==> src/rtl/wb_intercon_ns.sv <==
// Single-master Wishbone interconnect with address decode, per-slave cycle/strobe
// steering, registered ack/err/readdata back to the master and an ack timeout.
module wb_intercon_ns #(
  parameter int NUM_SLAVES = 4,
  parameter int ADDR_WIDTH = 16,
  parameter int DATA_WIDTH = 16,
  parameter logic [NUM_SLAVES*ADDR_WIDTH-1:0] SLAVE_BASE = {16'h00C0, 16'h0080, 16'h0040, 16'h0000},
  parameter logic [NUM_SLAVES*ADDR_WIDTH-1:0] SLAVE_MASK = {4{16'hFFC0}},
  parameter int TIMEOUT = 16
) (
  input  logic                             clk,
  input  logic                             reset,
  input  logic [ADDR_WIDTH-1:0]            wbm_address,
  input  logic [DATA_WIDTH-1:0]            wbm_writedata,
  output logic [DATA_WIDTH-1:0]            wbm_readdata,
  input  logic                             wbm_write,
  input  logic                             wbm_cycle,
  input  logic                             wbm_strobe,
  output logic                             wbm_ack,
  output logic                             wbm_err,
  output logic [ADDR_WIDTH-1:0]            wbi_address,
  output logic [DATA_WIDTH-1:0]            wbi_writedata,
  output logic                             wbi_write,
  input  logic [NUM_SLAVES*DATA_WIDTH-1:0] wbi_readdata,
  output logic [NUM_SLAVES-1:0]            wbi_cycle,
  output logic [NUM_SLAVES-1:0]            wbi_strobe,
  input  logic [NUM_SLAVES-1:0]            wbi_ack
);

  localparam int SEL_W = (NUM_SLAVES > 1) ? $clog2(NUM_SLAVES) : 1;
  localparam int CNT_W = $clog2(TIMEOUT + 1);
  localparam logic [CNT_W-1:0] CNT_LAST = CNT_W'(TIMEOUT - 1);

  localparam logic [1:0] ST_IDLE   = 2'd0;
  localparam logic [1:0] ST_ACTIVE = 2'd1;
  localparam logic [1:0] ST_RESP   = 2'd2;
  localparam logic [1:0] ST_ERR    = 2'd3;

  logic [1:0]            state_r, state_nx_s;
  logic [SEL_W-1:0]      sel_r, sel_nx_s;
  logic [CNT_W-1:0]      cnt_r, cnt_nx_s;
  logic [DATA_WIDTH-1:0] rdata_nx_s;
  logic                  ack_nx_s, err_nx_s;
  logic                  hit_s, match_s;
  logic [SEL_W-1:0]      hit_idx_s;
  logic [DATA_WIDTH-1:0] sel_rdata_s;
  logic                  sel_ack_s;

  assign wbi_address   = wbm_address;
  assign wbi_writedata = wbm_writedata;
  assign wbi_write     = wbm_write;

  assign sel_rdata_s = wbi_readdata[sel_r*DATA_WIDTH +: DATA_WIDTH];
  assign sel_ack_s   = wbi_ack[sel_r];

  // Address decode; scanning downward lets the lowest matching index win.
  always_comb begin
    hit_s     = 1'b0;
    hit_idx_s = {SEL_W{1'b0}};
    match_s   = 1'b0;
    for (int i = NUM_SLAVES - 1; i >= 0; i--) begin
      match_s   = ((wbm_address & SLAVE_MASK[i*ADDR_WIDTH +: ADDR_WIDTH]) ==
                   (SLAVE_BASE[i*ADDR_WIDTH +: ADDR_WIDTH] & SLAVE_MASK[i*ADDR_WIDTH +: ADDR_WIDTH]));
      hit_idx_s = match_s ? SEL_W'(i) : hit_idx_s;
      hit_s     = hit_s | match_s;
    end
  end

  // Transaction sequencing: next state, selection, timeout count and master responses.
  always_comb begin
    state_nx_s = state_r;
    sel_nx_s   = sel_r;
    cnt_nx_s   = cnt_r;
    rdata_nx_s = wbm_readdata;
    ack_nx_s   = 1'b0;
    err_nx_s   = 1'b0;
    case (state_r)
      ST_IDLE: begin
        if (wbm_cycle && wbm_strobe) begin
          if (hit_s) begin
            state_nx_s = ST_ACTIVE;
            sel_nx_s   = hit_idx_s;
            cnt_nx_s   = {CNT_W{1'b0}};
          end else begin
            state_nx_s = ST_ERR;
            err_nx_s   = 1'b1;
          end
        end else begin
          state_nx_s = ST_IDLE;
        end
      end
      ST_ACTIVE: begin
        // A dropped cycle abandons the transfer silently.
        if (!wbm_cycle) begin
          state_nx_s = ST_IDLE;
        end else if (sel_ack_s) begin
          state_nx_s = ST_RESP;
          ack_nx_s   = 1'b1;
          rdata_nx_s = sel_rdata_s;
        end else if (cnt_r == CNT_LAST) begin
          state_nx_s = ST_ERR;
          err_nx_s   = 1'b1;
        end else begin
          cnt_nx_s = cnt_r + CNT_W'(1);
        end
      end
      ST_RESP: state_nx_s = ST_IDLE;
      ST_ERR:  state_nx_s = ST_IDLE;
      default: state_nx_s = ST_IDLE;
    endcase
  end

  // State and master-side response registers.
  always_ff @(posedge clk) begin
    if (reset) begin
      state_r      <= ST_IDLE;
      sel_r        <= {SEL_W{1'b0}};
      cnt_r        <= {CNT_W{1'b0}};
      wbm_readdata <= {DATA_WIDTH{1'b0}};
      wbm_ack      <= 1'b0;
      wbm_err      <= 1'b0;
    end else begin
      state_r      <= state_nx_s;
      sel_r        <= sel_nx_s;
      cnt_r        <= cnt_nx_s;
      wbm_readdata <= rdata_nx_s;
      wbm_ack      <= ack_nx_s;
      wbm_err      <= err_nx_s;
    end
  end

  // Slave cycle/strobe steering: only the selected slave sees the master while active.
  always_comb begin
    wbi_cycle  = {NUM_SLAVES{1'b0}};
    wbi_strobe = {NUM_SLAVES{1'b0}};
    if (state_r == ST_ACTIVE) begin
      wbi_cycle[sel_r]  = wbm_cycle;
      wbi_strobe[sel_r] = wbm_strobe;
    end else begin
      wbi_cycle  = {NUM_SLAVES{1'b0}};
      wbi_strobe = {NUM_SLAVES{1'b0}};
    end
  end

endmodule

==> config.mk <==
export PLATFORM = sky130hd
export DESIGN_NAME = wb_intercon_ns
export DESIGN_NICKNAME = d
export VERILOG_FILES = /design/src/rtl/wb_intercon_ns.sv
export SDC_FILE = /design/constraint.sdc
export NUM_CORES = 1
export LEC_CHECK = 0
export CORE_MARGIN = 2
export CORE_UTILIZATION = 31
export CTS_CLUSTER_DIAMETER = 150
export DETAILED_ROUTE_END_ITERATION = 8
export PLACE_DENSITY = 0.84
export SETUP_SLACK_MARGIN = 0.4
export SLEW_MARGIN = 15
export SYNTH_ARGS = -nofsm -noshare
export SYNTH_HDL_FRONTEND = slang
export SYNTH_SLANG_ARGS = --single-unit
==> constraint.sdc <==
create_clock -name clk -period 2.2 [get_ports clk]
set_input_delay 0.44 -clock clk [delete_from_list [all_inputs] [get_ports clk]]
set_output_delay 0.44 -clock clk [all_outputs]
set_load 0.01 [all_outputs]
* After elaboration in Yosys (flattened, before gate mapping) *
Cells that the tools add are included.

cells by class
  $add $sub $neg = 1
  $lt $le $gt $ge = 2
  equal/unequal tests = 13
  shift operators = 1
  muxes and demuxes = 29
  bitwise operators = 7
  reduce and logical (&&, ||, !) cells = 10

operator list
  cell                                                                     number
  64-bit by 7-bit indexed part select with 16-bit output                   1
  5-bit 2-to-1 mux                                                         5
  10-bit by 2-bit equality test with 1-bit output (second input constant)  2
  2-bit 2-to-1 mux                                                         9
  16-bit zero test                                                         1
  10-bit by 1-bit equality test with 1-bit output (second input constant)  1
  2-bit inequality test (second input constant)                            5
  5-bit one-hot mux with 2 select lines                                    1
  4-bit bitwise AND                                                        2
  1-bit 2-to-1 mux                                                         8
  4-bit 2-to-1 mux                                                         2
  2-bit one-hot mux with 3 select lines                                    1
  3-bit AND reduction                                                      2
  6-bit AND reduction                                                      1
  5-bit by 1-bit adder with 5-bit output (second input constant)           1
  5-bit by 4-bit equality test with 1-bit output (second input constant)   1
  2-bit equality test (second input constant)                              2
  4-bit inequality test (second input constant)                            1
  2-bit by 3-bit < comparator with 1-bit output (second input constant)    1
  1-bit OR                                                                 3
  3-bit OR reduction                                                       1
  1-bit binary-select mux with 2-bit select                                1
  1-bit demux with 2-bit select                                            1
  2-bit by 1-bit equality test with 1-bit output (second input constant)   1
  7 further kinds                                                          9

word-level totals
  register bits = 27
  output and inout port bits = 59
  logic and storage cells = 69

* Depth between registers and ports, before layout *
Gate-level depths: netlist (run 1).

  depth in word-level cells = 7
  gate-level depth with buffers = 7

* Least setup slack after synthesis (run 1) *
OpenSTA, ideal clock, no wires.

  path type = reg-to-reg
  start point = register sel_r[0]
  end point = register cnt_r[1]
  setup time = 0.072 ns
  arrival time = 1.544 ns
  setup slack = 0.584 ns
  cell stages (with the launch flop) = 6
  path buffers = 1
  clock period less this slack = 1.616 ns
  cell sequence = dfxtp_1 buf_6 mux4_2 or2_4 o21ai_4 mux2i_1

between the ends
  longest elaborated chain between the ends = 4

RTL lines
  item                                       line  source
  start: declaration                         40    logic [SEL_W-1:0] sel_r, sel_nx_s;
  start signal: assignment                   117   sel_r <= {SEL_W{1'b0}};
  start signal: assignment                   124   sel_r <= sel_nx_s;
  1-bit binary-select mux with 2-bit select  54    assign sel_ack_s = wbi_ack[sel_r];
  1-bit 2-to-1 mux (implied by the code)     54
  2-bit inequality test (no source line)     n/a
  6-bit AND reduction (no source line)       n/a
  end signal: assignment                     118   cnt_r <= {CNT_W{1'b0}};
  end signal: assignment                     125   cnt_r <= cnt_nx_s;
  end: declaration                           41    logic [CNT_W-1:0] cnt_r, cnt_nx_s;

No other way between the ends. The select of a mux whose other input is x is not followed.
A chain may end at the register's enable or synchronous reset.

* Worst setup path in the final report (run 1) *
  start point = register state_r[1]
  end point = output wbi_cycle[0]

between the ends
  longest elaborated chain between the ends = 2

RTL lines
  item                                            line  source
  start: declaration                              39    logic [1:0] state_r, state_nx_s;
  start signal: assignment                        123   state_r <= state_nx_s;
  2-bit by 1-bit equality test with 1-bit output  136   if (state_r == ST_ACTIVE) begin
  4-bit 2-to-1 mux                                136
  end: declaration                                25    output logic [NUM_SLAVES-1:0] wbi_cycle,

No other way between the ends.

==> run_results.csv, run 1 <==
group,metric,value,unit
global_route,antenna_found_initial,0,
power,powerDensity,356.2,nW/µm²
hold_path,min_path_type,"flip-flop to flip-flop",
floorplan,num_rows,27,
critical_path,path_class,"flip-flop to primary output",
clock_network,htree_levels,1,
place,place_ws,-0.07797,ns
logic_synthesis,synth_area_leaders,"dfxtp_1, mux4_2, buf_4, nand2_1, a21oi_1",
drt,avgRoutedWirePerCell,14.66,µm
place,gp_congestion,0.7783,
layout,num-fill-cells,550,
logic_synthesis,synthCells,197,
layout,stdcell_area,2918,µm²
place,detailed_place.area,2829,µm²
power,pwr-share-clk,28.2,%
drt,viasPerCell,4.864,
timing,hold_viol,0,
timing,rsz0062_at_grt,"false",
timing,max_freq,571.3,MHz
critical_path,cp_top_family,"simple AND/OR/NAND/NOR gates",
job,cap_violations,0,
drt,wirelength,5276,µm
timing,layout_setup_ws,0.4495,ns
critical_path,crit_buf_inv,2,
critical_path,cp-start-kind,"flip-flop",
layout,diodes,0,
timing,slew_headroom,63.71,%
place,hpwl,4231,µm
critical_path,cp_max_fo,5,
timing,finClkSkew,0.008630,ns
logic_synthesis,syn_area_per_cell,9.228,µm²
floorplan,coreArea,5574,µm²
global_route,grt_use_total,15.65,%
logic_synthesis,async_reset_ff_share,0,%
logic_synthesis,ys_seq_area_share,29.73,%
logic_synthesis,syn_nets,304,
clock_network,clock_path_buffers,2,
power,power,0.001039,W
power,switchingPower,0.0002369,W
power,switching_share,22.79,%
clock_network,cts-root-buf,"clkbuf_8",
power,p_leak,1.052,nW
drt,ant_nets,0,
clock_network,cts_sinks,27,
global_route,grt_max_degree,31,
logic_synthesis,synth_top_area_cell,"dfxtp_1",
layout,multi_input_area,969.7,µm²
logic_synthesis,ys_seq_elements,27,
clock_network,clk_latency,0.28,ns
drt,vias,1751,
floorplan,die_area,6493,µm²
timing,slew_viol_final,0,
timing,setup_viol,0,
logic_synthesis,yosysMostFrequentCell,"nand2_1",
layout,drive_gt1_share,18.06,%
floorplan,initial_core_util,32.62,%
global_route,grt_pass1_wl,7776,µm
drt,firstDrtPassIters,4,
critical_path,crit_slowest_cell,"dfxtp_2",
layout,area_growth,60.50,%
logic_synthesis,netlist_area,1818,µm²
outcome,outcome,"complete, no violations",
timing,worst_pin_slew,0.5431,ns
timing,fin_crit,1.751,ns
clock_network,cts_tree,"built",
layout,fin_nets,396,
drt,drc,0,
clock_network,clkTransAtPathRegs,0.10,ns
power,pwr-share-seq,48.0,%
clock_network,cts_buffers,3,
floorplan,die_h,80.58,µm
critical_path,cp_slowest_stage_delay,0.34,ns
logic_synthesis,synth_edf_count,0,
critical_path,setup.worst_path.end_class,"primary output",
logic_synthesis,ys_types,28,
logic_synthesis,synthFlopType,"dfxtp_1",
global_route,grt_pass1_vias,1660,
critical_path,cp_data_arrival_time,1.31,ns
power,combinationalPowerShare,23.8,%
floorplan,die_x,80.58,µm
floorplan,io_pins,164,
power,peakVddDrop,0.0002361,V
critical_path,worstPathRequired,1.76,ns
drt,drt_iter0_drc,66,
timing,tns,0,ns
layout,final-seq-area,548.0,µm²
layout,fin_util,52.35,%
logic_synthesis,yosysWarningCount,0,
global_route,grt-ovfl-total,0,
place,portBuffers,117,
logic_synthesis,synth_commonest_cells,"nand2_1, buf_4, dfxtp_1",
logic_synthesis,yosysTopAreaCellShare,29.73,%
timing,fin_crit_sh,79.57,%
power,p_int,0.0008026,W
critical_path,path_cells,"nand3b_1 > buf_4 > nor3_2 > buf_2",
-- cells by family (layout without fill, tap and decap cells) --
logic type / Yosys count / in the layout / share of synthesized area (%)
AO/OA/AOI/OAI: 25 / 25 / 7.915
adder cells (fa/ha/maj): 2 / 2 / 1.376
flip-flops: 27 / 27 / 29.73
AND/OR/NAND/NOR: 75 / 75 / 19.55
multiplexers: 21 / 21 / 23.26
buffers and inverters: 47 / 138 / 18.17
-- repair_timing --
action / in CTS / in global routing
setup buffers: 4 / 3
resized for setup: 41 / 8
hold buffers: 0 / 0
endpoints found under the setup margin: 23 / 12
pin swaps: 7 / 1
-- state kept, by name, summed over array words and instances (netlist names) --
name and cells:
cnt_r 5, sel_r 2, state_r 2, wbm_ack 1, wbm_err 1, wbm_readdata 16
-- metrics by stage --
| step | hold WS, ns | cells |
|---|---|---|
| floorplan | 0.4491 | 197 |
| global placement | 0.4416 | 349 |
| detailed placement | 0.4483 | 349 |
| CTS | 0.4628 | 357 |
| global route | 0.4865 | 360 |
| finish | 0.4622 | 360 |
-- worst paths after layout --
check                                startpoint              end  slack, ns  cells after the start
worst max register to register         sel_r[0]         cnt_r[4]       0.46                      4
worst min-delay path            wbm_readdata[9]  wbm_readdata[9]       0.46                      2
worst max-delay path                 state_r[1]     wbi_cycle[0]       0.45                      4
worst min register to register  wbm_readdata[9]  wbm_readdata[9]       0.46                      2
-- routing by layer --
| layer | track usage, % | routed length, µm | vias up |
|---|---|---|---|
| li1 | - | - | 838 |
| met1 | 16.67 | 1895 | 802 |
| met2 | 28.75 | 2707 | 101 |
| met3 | 3.708 | 548 | 10 |
| met4 | 7.458 | 125 | 0 |
| met5 | 0 | 0 | - |
-- power by group through the flow --
stage | clock network (W) | logic, W | registers (W)
2_1_floorplan | 0 | 0.000116 | 0.000513
3_3_place_gp | 0 | 0.000246 | 0.000511
3_5_place_dp | 0 | 0.000251 | 0.000511
4_1_cts | 0.000299 | 0.000245 | 0.000500
5_1_grt | 0.000315 | 0.000265 | 0.000500
6_report | 0.000293 | 0.000247 | 0.000499
-- cell type report --
cell class,count,area share (%)
sequential,27,18.78
tap,72,3.087
inverter,2,0.2573
multi-input combinational,123,33.23
clock inverter,1,0.2573
clock buffer,3,1.415
timing repair buffer,132,42.97
-- placed cells by master, fill, tap and decap left out, types with 3 or more instances in the layout --
cell             instances
clkdlybuf4s50_1         93
nand2_1                 36
dfxtp_1                 23
a21oi_1                 19
mux4_2                  17
dlygate4sd2_1           17
buf_4                   14
nor2_1                  11
nand2b_1                 9
nor3_1                   5
mux2i_1                  4
buf_2                    4
nand3b_1                 3
clkbuf_8                 3
dfxtp_2                  3
-- worst reg2reg max path: stages, from the launching register on --
cell	delay, ns
dfxtp_4	0.42
mux4_2	0.56
or2_4	0.29
o21ai_4	0.22
mux2i_1	0.19
(Power assumes the default switching activity.)
==> inputs of run 2 (changes only) <==
==> constraint.sdc (replaced) <==
create_clock -name clk -period 1.75 [get_ports clk]
set_input_delay 0.35 -clock clk [delete_from_list [all_inputs] [get_ports clk]]
set_output_delay 0.35 -clock clk [all_outputs]
set_load 0.01 [all_outputs]
==> run 2 against run 1 <==
Net effect:
- utilization increased by 10 points
- register-to-register slack got worse by 0.39 ns
- final cell count increased by 6.7%
- global-route usage increased by 2.3 points
- worst hold slack got worse by 0.0068 ns
- first-iteration DRC count decreased by 33%
- critical path depth increased by 1
- sequential power increased by 26%
- largest cell class unchanged
- clock skew decreased by 0.0038 ns
- via count increased by 9.4%
==> run_results.csv, run 2 (synthesis results as in run 1) <==
group,metric,value,unit
drt,firstDrtPassIters,6,
critical_path,setup.worst_path.end_class,"primary output",
clock_network,clkTransAtPathRegs,0.09,ns
critical_path,path_class,"flip-flop to primary output",
clock_network,htree_levels,1,
timing,setup_viol,0,
floorplan,initial_core_util,32.62,%
layout,layout.cells.non_filler,384,
drt,drt_iter0_drc,44,
global_route,antenna_found_initial,0,
clock_network,cts_buffers,3,
place,portBuffers,117,
drt,avgRoutedWirePerCell,16.86,µm
layout,final_common_cell,"clkdlybuf4s50_1",
critical_path,worstPathRequired,1.40,ns
power,p_int,0.001033,W
place,dp_cells,359,
layout,stdcell_area,3487,µm²
layout,largest_reg_flops,16,
critical_path,cp-start-kind,"flip-flop",
power,p_leak,1.438,nW
floorplan,num_rows,27,
power,switching_share,23.61,%
layout,fin_nets,420,
clock_network,clock_path_buffers,2,
power,pwr-share-clk,26.1,%
timing,fin_crit_sh,97.60,%
power,switchingPower,0.0003192,W
drt,vias,1916,
drt,viasPerCell,4.990,
drt,ant_nets,0,
place,detailed_place.area,2930,µm²
clock_network,cts_tree,"built",
clock_network,cts-root-buf,"clkbuf_8",
clock_network,clk_latency,0.27,ns
place,place_ws,-0.3693,ns
floorplan,die_area,6493,µm²
timing,holdWs,0.4554,ns
floorplan,io_pins,164,
timing,slew_viol_final,0,
global_route,grt_use_total,17.91,%
layout,largestRegisters,"wbm_readdata: 16 flops, cnt_r: 5 flops",
job,cap_violations,0,
timing,slew_headroom,79.75,%
floorplan,die_h,80.58,µm
layout,max_flop_register,"wbm_readdata",
layout,multi_input_area,1267,µm²
power,peakVddDrop,0.0002740,V
place,hpwl,4475,µm
place,gp_congestion,0.7654,
timing,layout_setup_ws,0.04203,ns
timing,max_freq,585.5,MHz
drt,drc,0,
critical_path,cp_max_fo,2,
timing,rsz0062_at_grt,"true",
drt,wirelength,6474,µm
layout,num-fill-cells,455,
global_route,grt_pass1_vias,1970,
power,combinationalPowerShare,27.5,%
layout,drive_gt1_share,44.87,%
power,pwr-share-seq,46.4,%
global_route,grt-ovfl-total,0,
global_route,grt_pass1_wl,8880,µm
layout,final_cell_mix,"clkdlybuf4s50_1, dlygate4sd2_1, dfxtp_1",
outcome,outcome,"complete, no violations",
timing,finClkSkew,0.004805,ns
layout,area_growth,91.81,%
floorplan,coreArea,5574,µm²
timing,worst_pin_slew,0.3013,ns
floorplan,die_x,80.58,µm
layout,diodes,0,
timing,fin_crit,1.708,ns
hold_path,min_path_type,"flip-flop to flip-flop",
clock_network,cts_sinks,27,
power,powerDensity,387.7,nW/µm²
global_route,grt_max_degree,31,
timing,hold_viol,0,
layout,final-seq-area,550.5,µm²
critical_path,cp_data_arrival_time,1.36,ns
## run 2: cell types whose count changed in the layout (fill, tap and decap cells not counted), sizes merged
cell	delta
buf	+34
clkinvlp	-1
dlymetal6s2s	-1
clkbuf	+3
dlygate4sd2	+15
clkdlybuf4s50	-26
## run 2: power by group through the flow
stage	clock [W]	sequential, W	combinational (W)
5_1_grt	0.000386	0.000628	0.000393
6_report	0.000353	0.000627	0.000371
3_5_place_dp	0	0.000643	0.000334
4_1_cts	0.000364	0.000625	0.000329
3_3_place_gp	0	0.000643	0.000325
2_1_floorplan	0	0.000645	0.000146
## run 2: timing repair
action,CTS,global route
setup endpoints to repair,63,35
buffers inserted,14,3
pin swaps,9,32
resized for setup,128,78
hold buffers,0,0
gates cloned,1,3
## run 2: per-stage QoR
step | total power (W) | utilization (%) | setup TNS (ns)
5_1_grt | 0.001408 | 62.56 | -0.01043
3_5_place_dp | 0.0009766 | 52.57 | -6.902
2_1_floorplan | 0.0007910 | - | 0
6_report | 0.001352 | 62.56 | 0
3_3_place_gp | 0.0009676 | 52.57 | -5.607
4_1_cts | 0.001318 | 55.38 | 0
## run 2: area by class of cell
class	instances	area share (%)
repair buffers	156	43.77
multi-input cells	123	36.35
flip-flops and latches	27	15.79
well taps	72	2.583
clock buffers	4	1.292
inverters	2	0.2153
## run 2: critical path: stages (launching register included)
cell      delay (ns)
dfxtp_2         0.33
nand3b_1        0.21
buf_6           0.16
buf_12          0.12
nor3_2          0.11
buf_2           0.16
## run 2: routing by layer
layer	vias up	track usage, %	wire length, µm
li1	885	-	-
met1	898	17.69	2168
met2	113	35.75	3557
met3	20	2.697	532
met4	0	8.475	216
met5	-	0	0
## run 2: final timing paths
path	from	end	slack [ns]	cells past startpoint
worst min-delay path	wbm_readdata[11]	wbm_readdata[11]	0.46	2
worst max register to register	state_r[1]	cnt_r[1]	0.07	7
worst min register to register	wbm_readdata[11]	wbm_readdata[11]	0.46	2
worst max-delay path	state_r[1]	wbi_cycle[0]	0.04	5
==> edit: new RTL, flow settings as in run 1 <==
Put one more register stage on the output `wbm_err`, cleared by the reset. The value now appears one clock later. The other outputs are not delayed to match.
--- a/src/rtl/wb_intercon_ns.sv
+++ b/src/rtl/wb_intercon_ns.sv
@@ -35,6 +35,8 @@
   localparam logic [1:0] ST_ACTIVE = 2'd1;
   localparam logic [1:0] ST_RESP   = 2'd2;
   localparam logic [1:0] ST_ERR    = 2'd3;
+
+  logic wbm_err_s0;
 
   logic [1:0]            state_r, state_nx_s;
   logic [SEL_W-1:0]      sel_r, sel_nx_s;
@@ -118,14 +120,14 @@
       cnt_r        <= {CNT_W{1'b0}};
       wbm_readdata <= {DATA_WIDTH{1'b0}};
       wbm_ack      <= 1'b0;
-      wbm_err      <= 1'b0;
+      wbm_err_s0   <= 1'b0;
     end else begin
       state_r      <= state_nx_s;
       sel_r        <= sel_nx_s;
       cnt_r        <= cnt_nx_s;
       wbm_readdata <= rdata_nx_s;
       wbm_ack      <= ack_nx_s;
-      wbm_err      <= err_nx_s;
+      wbm_err_s0   <= err_nx_s;
     end
   end
 
@@ -142,5 +144,13 @@
     end
   end
 
+  always_ff @(posedge clk) begin
+    if (reset) begin
+      wbm_err <= '0;
+    end else begin
+      wbm_err <= wbm_err_s0;
+    end
+  end
+
 endmodule
 
Check against the original RTL: not equivalent (Yosys sat finds a counterexample within 4 cycles, from zero or initial values and one cycle with reset high).
==> edit against run 1 <==
Final cell count rose by 5.8%; routed wire length increased by 8.2%; sequential cell count grew 1; power is 6.5% higher; clock power increased by 11%; clock skew down 4.3 ps; count of clock-buffer cells in the layout is 1 higher; setup slack worse by 23 ps; cell area is 9.6% higher; synthesized area is 8.4% higher; critical path type is now reg2reg; critical endpoint is now cnt_r[4]; highest routed layer unchanged.
==> edit: results (changes against run 1) <==
GPL Wtd Cong 0.790 (was 0.778); dpl ws -125 ps (was -78.0 ps); post-synthesis sequential area ratio 0.284 (was 0.297); DR iter-0 viols 32 (was 66); crit path DAT 1950 ps (was 1310 ps); post-detail-place hpwl 4480 µm (was 4230 µm); Hold Crit Depth 1 (was 2); final wirelength 5710 µm (was 5280 µm); FF+latch count 28 (was 27); Compound-Gate Fraction of Synth Area 0.0895 (was 0.0791); Final #Nets 412 (was 396); # fillers 573 (was 550); Slowest cell on crit path dfxtp_4 (was dfxtp_2); # clk buffers 4 (was 3); nonclk buf count 135 (was 132); postcts setup bufs 2 (was 4); gr usage total 0.155 (was 0.156); clock group share of total power 0.294 (was 0.282); first-pass GRT wire length 8910 µm (was 7780 µm); routed via count 1848 (was 1751); Clk. pwr 0.325 mW (was 0.293 mW); grt met2 use 0.289 (was 0.288); path depth of the worst reg2reg path 7 (was 4); leakage power 1.17 nW (was 1.05 nW); run status completed (unchanged); met2 WL 2990 µm (was 2710 µm); multi-input combinational area share 0.364 (was 0.332); share of layout cells above drive strength 1 0.250 (was 0.181); Slew HR 0.726 (was 0.637); post-synthesis net count 318 (was 304); global-route track usage on met3 0.0455 (was 0.0371); wire length on met3 444 µm (was 548 µm); Post-CTS Resized 49 (was 41); Sw Share 0.228 (about the same); setup ws final 426 ps (was 449 ps); Metal-1 WL 2210 µm (was 1900 µm); vias in the first global route 1919 (was 1660); Synth Area in Adders 0.0127 (was 0.0138); met1 usage 0.175 (was 0.167); CP max stage delay 360 ps (was 340 ps); worst hold endpoint wbm_err (was wbm_readdata[9]); Signal buf overhead 0.406 (was 0.430)
## edit: cell types whose count changed in the layout (fill, tap and decap cells not counted), sizes merged, moves of 2 or more
cell | before | now
dlymetal6s2s | 1 | 6
nor2 | 11 | 16
buf | 19 | 23
dlygate4sd2 | 17 | 13
nor3 | 6 | 2
clkdlybuf4s50 | 93 | 91
nand2 | 36 | 38
nand3 | 2 | 4
nor2b | 1 | 3
## edit: worst max path at each step
stage | start | to | slack (ps)
6_report | cnt_r[1] | cnt_r[4] | 430
5_1_grt | cnt_r[1] | cnt_r[4] | 380
4_1_cts | cnt_r[1] | cnt_r[4] | 400
3_5_place_dp | wbm_cycle | wbi_cycle[0] | -130
3_3_place_gp | wbm_cycle | wbi_cycle[0] | -130
2_1_floorplan | cnt_r[0] | cnt_r[4] | 410
## edit: stage by stage
step	cells	instance area, µm²	hold WS (ps)
2_1_floorplan	211	2000	414
3_3_place_gp	372	3040	425
3_5_place_dp	372	3040	438
4_1_cts	378	3130	459
5_1_grt	381	3200	472
6_report	381	3200	457
